===== src/rtl/qft_phase_sched.sv =====
// Phase-rotation scheduler: streams N buffered complex amplitudes through a shared
// complex multiplier, pairing amplitude idx with twiddle (idx * step) mod N.
module qft_phase_sched #(
  parameter int AW = 3
) (
  input  logic          clk,
  input  logic          rst_n,
  input  logic          load_valid,
  input  logic [AW-1:0] load_idx,
  input  logic [7:0]    load_r,
  input  logic [7:0]    load_i,
  input  logic          start,
  input  logic [AW-1:0] phase_step,
  output logic [AW-1:0] tw_addr,
  input  logic [11:0]   tw_cos,
  input  logic [11:0]   tw_sin,
  output logic [7:0]    mul_in_r,
  output logic [7:0]    mul_in_i,
  output logic [11:0]   mul_cos,
  output logic [11:0]   mul_sin,
  input  logic [12:0]   mul_out_r,
  input  logic [12:0]   mul_out_i,
  output logic          busy,
  output logic          res_valid,
  output logic [AW-1:0] res_idx,
  output logic [12:0]   res_r,
  output logic [12:0]   res_i,
  output logic          done
);

  localparam int N = 1 << AW;

  typedef enum logic [1:0] {
    ST_IDLE  = 2'd0,
    ST_FETCH = 2'd1,
    ST_MUL   = 2'd2,
    ST_DONE  = 2'd3
  } state_t;

  state_t          state_r;
  state_t          state_s;
  logic [AW-1:0]   idx_r;
  logic [AW-1:0]   step_r;
  logic [AW-1:0]   idx_inc_s;
  logic [2*AW-1:0] prod_s;
  logic            last_s;
  logic            accept_s;
  logic            write_s;

  logic [7:0]      amp_re_r [N];
  logic [7:0]      amp_im_r [N];

  logic            busy_r;
  logic            done_r;
  logic            res_valid_r;
  logic [AW-1:0]   res_idx_r;
  logic [12:0]     res_r_r;
  logic [12:0]     res_i_r;

  // The buffer only accepts writes while idle, so a pass always sees a frozen snapshot.
  assign accept_s  = (state_r == ST_IDLE) && start;
  assign write_s   = (state_r == ST_IDLE) && load_valid;
  assign last_s    = (idx_r == {AW{1'b1}});
  assign idx_inc_s = idx_r + {{(AW-1){1'b0}}, 1'b1};
  assign prod_s    = {{AW{1'b0}}, idx_r} * {{AW{1'b0}}, step_r};

  // State register
  always_ff @(posedge clk or negedge rst_n) begin
    if (!rst_n) begin
      state_r <= ST_IDLE;
    end else begin
      state_r <= state_s;
    end
  end

  // Next-state decode
  always_comb begin
    state_s = state_r;
    case (state_r)
      ST_IDLE: begin
        if (start) begin
          state_s = ST_FETCH;
        end else begin
          state_s = ST_IDLE;
        end
      end
      ST_FETCH: state_s = ST_MUL;
      ST_MUL: begin
        if (last_s) begin
          state_s = ST_DONE;
        end else begin
          state_s = ST_FETCH;
        end
      end
      ST_DONE: state_s = ST_IDLE;
      default: state_s = ST_IDLE;
    endcase
  end

  // ROM address and multiplier operands, driven only in their own phase
  always_comb begin
    tw_addr  = {AW{1'b0}};
    mul_in_r = 8'd0;
    mul_in_i = 8'd0;
    mul_cos  = 12'd0;
    mul_sin  = 12'd0;
    case (state_r)
      ST_FETCH: begin
        tw_addr = prod_s[AW-1:0];
      end
      ST_MUL: begin
        mul_in_r = amp_re_r[idx_r];
        mul_in_i = amp_im_r[idx_r];
        mul_cos  = tw_cos;
        mul_sin  = tw_sin;
      end
      ST_IDLE: begin
        tw_addr = {AW{1'b0}};
      end
      ST_DONE: begin
        tw_addr = {AW{1'b0}};
      end
      default: begin
        tw_addr = {AW{1'b0}};
      end
    endcase
  end

  // Element counter and latched rotation step
  always_ff @(posedge clk or negedge rst_n) begin
    if (!rst_n) begin
      idx_r  <= {AW{1'b0}};
      step_r <= {AW{1'b0}};
    end else if (accept_s) begin
      idx_r  <= {AW{1'b0}};
      step_r <= phase_step;
    end else if ((state_r == ST_MUL) && !last_s) begin
      idx_r  <= idx_inc_s;
    end
  end

  // Amplitude buffer
  always_ff @(posedge clk or negedge rst_n) begin
    if (!rst_n) begin
      for (int i = 0; i < N; i++) begin
        amp_re_r[i] <= 8'd0;
        amp_im_r[i] <= 8'd0;
      end
    end else if (write_s) begin
      amp_re_r[load_idx] <= load_r;
      amp_im_r[load_idx] <= load_i;
    end
  end

  // Result capture; the product is passed through untouched
  always_ff @(posedge clk or negedge rst_n) begin
    if (!rst_n) begin
      res_valid_r <= 1'b0;
      res_idx_r   <= {AW{1'b0}};
      res_r_r     <= 13'd0;
      res_i_r     <= 13'd0;
    end else begin
      res_valid_r <= (state_r == ST_MUL);
      if (state_r == ST_MUL) begin
        res_idx_r <= idx_r;
        res_r_r   <= mul_out_r;
        res_i_r   <= mul_out_i;
      end
    end
  end

  // Status flags registered from the next state so they line up with the FSM
  always_ff @(posedge clk or negedge rst_n) begin
    if (!rst_n) begin
      busy_r <= 1'b0;
      done_r <= 1'b0;
    end else begin
      busy_r <= (state_s != ST_IDLE);
      done_r <= (state_s == ST_DONE);
    end
  end

  assign busy      = busy_r;
  assign done      = done_r;
  assign res_valid = res_valid_r;
  assign res_idx   = res_idx_r;
  assign res_r     = res_r_r;
  assign res_i     = res_i_r;

endmodule


===== config.mk =====
export PLATFORM = sky130hd
export DESIGN_NAME = qft_phase_sched
export DESIGN_NICKNAME = d
export VERILOG_FILES = /design/src/rtl/qft_phase_sched.sv
export SDC_FILE = /design/constraint.sdc
export NUM_CORES = 1
export LEC_CHECK = 0
export CAP_MARGIN = 10
export CORE_ASPECT_RATIO = 1.4
export CORE_MARGIN = 2
export CORE_UTILIZATION = 35
export DETAILED_ROUTE_END_ITERATION = 10
export DONT_BUFFER_PORTS = 1
export GPL_TIMING_DRIVEN = 0
export MAX_ROUTING_LAYER = met4
export PLACE_DENSITY_LB_ADDON = 0.05
export REMOVE_ABC_BUFFERS = 1
export SYNTH_ARGS = -nofsm -noshare
export SYNTH_HDL_FRONTEND = slang
export SYNTH_SLANG_ARGS = --single-unit
export TNS_END_PERCENT = 50

===== constraint.sdc =====
create_clock -name clk -period 4.8 [get_ports clk]
set_input_delay 0.96 -clock clk [delete_from_list [all_inputs] [get_ports clk]]
set_output_delay 0.96 -clock clk [all_outputs]
set_load 0.02 [all_outputs]

# --- After elaboration in Yosys (flattened, before gate mapping) ---
# Cells that the tools add are included.
totals:
  output_inout_bits: 75
  elab_cells: 65
  regBits: 168
  inputBits: 76
classes:
  addsub: 1
  muxes: 20
  n_reduce_logical: 8
  n_mul: 1
  bitwise: 2
  magnitude_cmp: 3
  n_eq_ne: 5
ops:
  columns: ["operator", "count"]
  rows:
  - ["bitwise mux 64 bit", 2]
  - ["2-to-1 mux 8 bit", 7]
  - ["binary-select mux 8 bit (select 3 bit)", 2]
  - ["demux 8 bit (select 3 bit)", 1]
  - ["2-to-1 mux 12 bit", 2]
  - ["2-to-1 mux 3 bit", 3]
  - ["greater-or-equal comparator 4 bit, second input constant", 2]
  - ["NOT 3 -> 4 bit", 2]
  - ["one-hot mux 2 bit (4 select lines)", 1]
  - ["== test 2 bit, second input constant", 3]
  - ["logical AND 1 bit", 4]
  - ["less-than comparator 4 x 1 -> 1 bit, second input constant", 1]
  - ["nonzero test 2 bit", 2]
  - ["adder 3 x 1 -> 3 bit, second input constant", 1]
  - ["== test 3 bit, second input constant", 1]
  - ["multiplier 3 x 3 -> 3 bit", 1]
  - ["== test 2 x 1 -> 1 bit, second input constant", 1]
  - ["logical NOT 2 bit", 1]
  - ["2-to-1 mux 2 bit", 1]
  - ["logical NOT 1 bit", 1]
  - ["2-to-1 mux 1 bit", 1]

# --- Depth between registers and ports, before layout ---
depth:
  ltp_word: 6
  ltp_mapped: 8
  ltp_nobuf: 5

# --- Worst setup path before layout ---
# No wires, ideal clock.
synth_timing:
  path_kind: "register to output"
  from: "register idx_r[1]"
  to: "output port tw_addr[2]"
  stages_incl_launch_ff: 9
  required_ps: 3840
  t_arrival_ps: 2048
  path_buffers: 3
  slack_ps: 1792
  path_cell_list: "dfrtp_1 clkbuf_1 buf_2 buf_1 and2_1 ha_1 xor2_1 xnor2_1 nor2_1"
synth_via:
  elab_chain_len: 2
synth_rtl:
  columns: ["element", "line_no", "source"]
  rows:
  - ["start: declaration", "42", "logic [AW-1:0] idx_r;"]
  - ["start signal: assignment", "132", "idx_r <= {AW{1'b0}};"]
  - ["start signal: assignment", "135", "idx_r <= {AW{1'b0}};"]
  - ["start signal: assignment", "138", "idx_r <= idx_inc_s;"]
  - ["multiplier 3 x 3 -> 3 bit", "65", "assign prod_s = {{AW{1'b0}}, idx_r} * {{AW{1'b0}}, step_r};"]
  - ["2-to-1 mux 3 bit", "107", "case (state_r)"]
  - ["end: declaration", "14", "output logic [AW-1:0] tw_addr,"]
# Every way passes these cells.

# --- Final worst setup path ---
layout_timing:
  from: "register state_r[1]"
  to: "output port mul_in_r[4]"
layout_via:
  elab_chain_len: 2
layout_rtl:
  columns: ["element", "line_no", "source"]
  rows:
  - ["start: declaration", "40", "state_t state_r;"]
  - ["start signal: assignment", "72", "state_r <= state_s;"]
  - ["== test 2 bit", "107", null]
  - ["2-to-1 mux 8 bit", "107", null]
  - ["end: declaration", "17", "output logic [7:0] mul_in_r,"]
# Every way passes these cells.

==> flow_summary.json <==
{
  "drive_gt1_frac": 0.330,
  "yosys-top-cells-area": "dfrtp_1 55%, mux2_2 20%, mux2i_1 6.2%",
  "num_vias": 4649,
  "yosys_warnings": 0,
  "critPathBufInv": 2,
  "postCtsSetupBuffers": 0,
  "io_pins": 151,
  "yosys.area.top_type": "dfrtp_1",
  "detail_route.wl_per_cell_um": 20.0,
  "finalHoldViolCount": 0,
  "synth_enable_flop_cells": 0,
  "postSynthCellCount": 612,
  "status": "finished clean",
  "dp_hpwl_um": 11600,
  "ctsHoldBuffers": 0,
  "power_mw": 6.21,
  "worstSetupStartpointType": "register",
  "die_w_um": 129,
  "fp.dieH_um": 180,
  "setup_viol": 0,
  "grt_max_degree": 169,
  "clockBufferDepth": 2,
  "totalWireLength_um": 18300,
  "slew_viol_final": 0,
  "ff2ff_setup_slack_ns": 2.09,
  "cp_max_fo": 56,
  "worst-endpoint-arrival_ns": 3.24,
  "path_clk_slew_ns": 0.07,
  "p_leak_nw": 3.83,
  "drcViolationCount": 0,
  "yosysMostFrequentCell": "dfrtp_1",
  "ys_ff_latch": 168,
  "worstSetupPathType": "reg -> out",
  "synthArstFlopShare": 1.00,
  "slowest_stage": "nand2b_1",
  "ys_types": 31,
  "grt_util_all_layers": 0.167,
  "cts_resized": 0,
  "initial_core_util": 0.355,
  "p_per_area_nw_per_um2": 712,
  "regToRegStartpoint": "state_r[0]",
  "worst_pin_slew_ns": 1.17,
  "hp-class": "in -> async",
  "yosys_most_used_dff": "dfrtp_1",
  "clock_latency_ns": 0.43,
  "numCtsBuffers": 17,
  "fin_hold_ws_ns": 0.230,
  "crit_family": "buffers and inverters",
  "yosysSeqAreaShare": 0.546,
  "synthTopCellsByCount": "168 x dfrtp_1, 138 x mux2_2, 94 x nand2_1",
  "clock_sinks": 168,
  "period_minus_slack_ns": 4.20,
  "synth_top_area_frac": 0.546,
  "antenna_found_initial": 0,
  "fmax_mhz": 238,
  "antenna_left": 0,
  "diodes": 0,
  "globalplace.congestion": 0.688,
  "fin_skew_ns": 0.00555,
  "fin_nets": 681,
  "io_buffers": 0,
  "drt-initial-drc-count": 155,
  "dr.pass1.iters": 4,
  "max-cap-violations": 0,
  "grt_overflow": 0,
  "syn_area_um2": 7710,
  "core_area_um2": 21700,
  "grt_pass1_wl_um": 27900,
  "worstPathCellList": "nand2b_1 > clkinv_2 > buf_12 > o21ai_0 > a211oi_1",
  "num_rows": 64,
  "reg2regPathDepth": 5,
  "cp-end-kind": "output port",
  "cp.required_ns": 3.84,
  "ir_drop_mv": 0.283,
  "vias_per_cell": 5.10,
  "min_period_over_period": 0.875,
  "die-area_um2": 23200,
  "max_slew_margin": 0.221,
  "grt_pass1_vias": 4766,
  "htreeDepth": 4,
  "r2r-end": "res_r[4]",
  "syn2layout_area_growth_pct": 13.2,
  "avgSynthCellArea_um2": 12.6,
  "max_stage_delay_ns": 0.68,
  "cts_root_buf": "clkbuf_16",
  "rsz0062_at_grt": "no",
  "tritoncts": "built"
}
worst max-delay path by stage:
stage          startpoint     endpoint  cells after the start
4_1_cts        state_r[1]  mul_in_r[4]                      5
6_report       state_r[1]  mul_in_r[4]                      5
3_3_place_gp     idx_r[1]  mul_in_i[1]                      3
3_5_place_dp   state_r[1]  mul_in_r[4]                      5
2_1_floorplan    idx_r[1]  mul_in_i[3]                      3
5_1_grt        state_r[1]  mul_in_r[4]                      5
registers in the layout, summed over array words and instances (netlist names):
register and cells:
amp_re_r 64, step_r 3, res_valid 1, res_i 13, idx_r 3, res_r 13, amp_im_r 64, res_idx 3
done 1, state_r 2, busy 1
worst register-to-register path, cell delays in order, from the launching register on:
cell and delay, ns:
dfrtp_1 0.47, nand2b_1 0.92, clkinv_2 0.66, buf_12 0.38, nand2_1 0.12, nand2_1 0.05
final cells by class:
class                   instances  area [um2]
fillers                      2033       13000
flip-flops and latches        168        4210
multi-input cells             402        3340
clock buffers                  20         467
well taps                     297         372
repair buffers                 10         180
clock inverters                12         149
inverters                       3        12.5
cells by family after synthesis:
kind of cell	Yosys count	synth area share
mux	196	0.283
flops	168	0.546
simple gates	145	0.0865
compound gates	55	0.0515
buf+inv	42	0.0247
xor+xnor	3	0.00341
fa+ha+maj	3	0.00487
layout by cell type (no fill, tap or decap), drive strengths merged, types with 2 or more instances in the layout:
master,synthesis,layout
dfrtp,168,168
mux2,148,148
a22o,21,21
clkinvlp,0,4
clkinv,1,6
or4b,2,2
a211oi,16,16
and2,28,28
clkbuf,22,20
ha,3,3
inv,2,2
nor2,9,9
buf,17,10
nor2b,2,2
nor3,3,3
nand2,94,94
bufinv,0,3
o21ai,16,16
mux2i,48,48
xnor2,2,2
nand2b,3,3
power by group:
part / internal [mW] / switching (mW) / total [mW]
combinational: 1.03 / 1.09 / 2.12
clock: 0.857 / 0.567 / 1.42
sequential: 2.11 / 0.563 / 2.67
through the flow:
stage,utilization,std cells,TNS (ns),instance area (um2),setup slack [ns]
after global routing,0.402,912,0,8730,0.195
final,0.402,912,0,8730,0.599
after CTS,0.402,912,0,8730,0.381
after floorplan,-,573,0,7530,0.694
after detailed placement,0.374,880,0,8110,0.856
after global placement,0.364,870,-15.19,7900,-0.601
routing by layer:
| metal | routed length, um | part of all wire | global-route usage |
|---|---|---|---|
| met2 | 9390 | 0.51 | 0.283 |
| met1 | 7650 | 0.42 | 0.194 |
| met3 | 1010 | 0.055 | 0.0438 |
| met4 | 210 | 0.012 | 0.0470 |
| met5 | 0 | 0 | - |
Power figures use the tool's default switching activity.
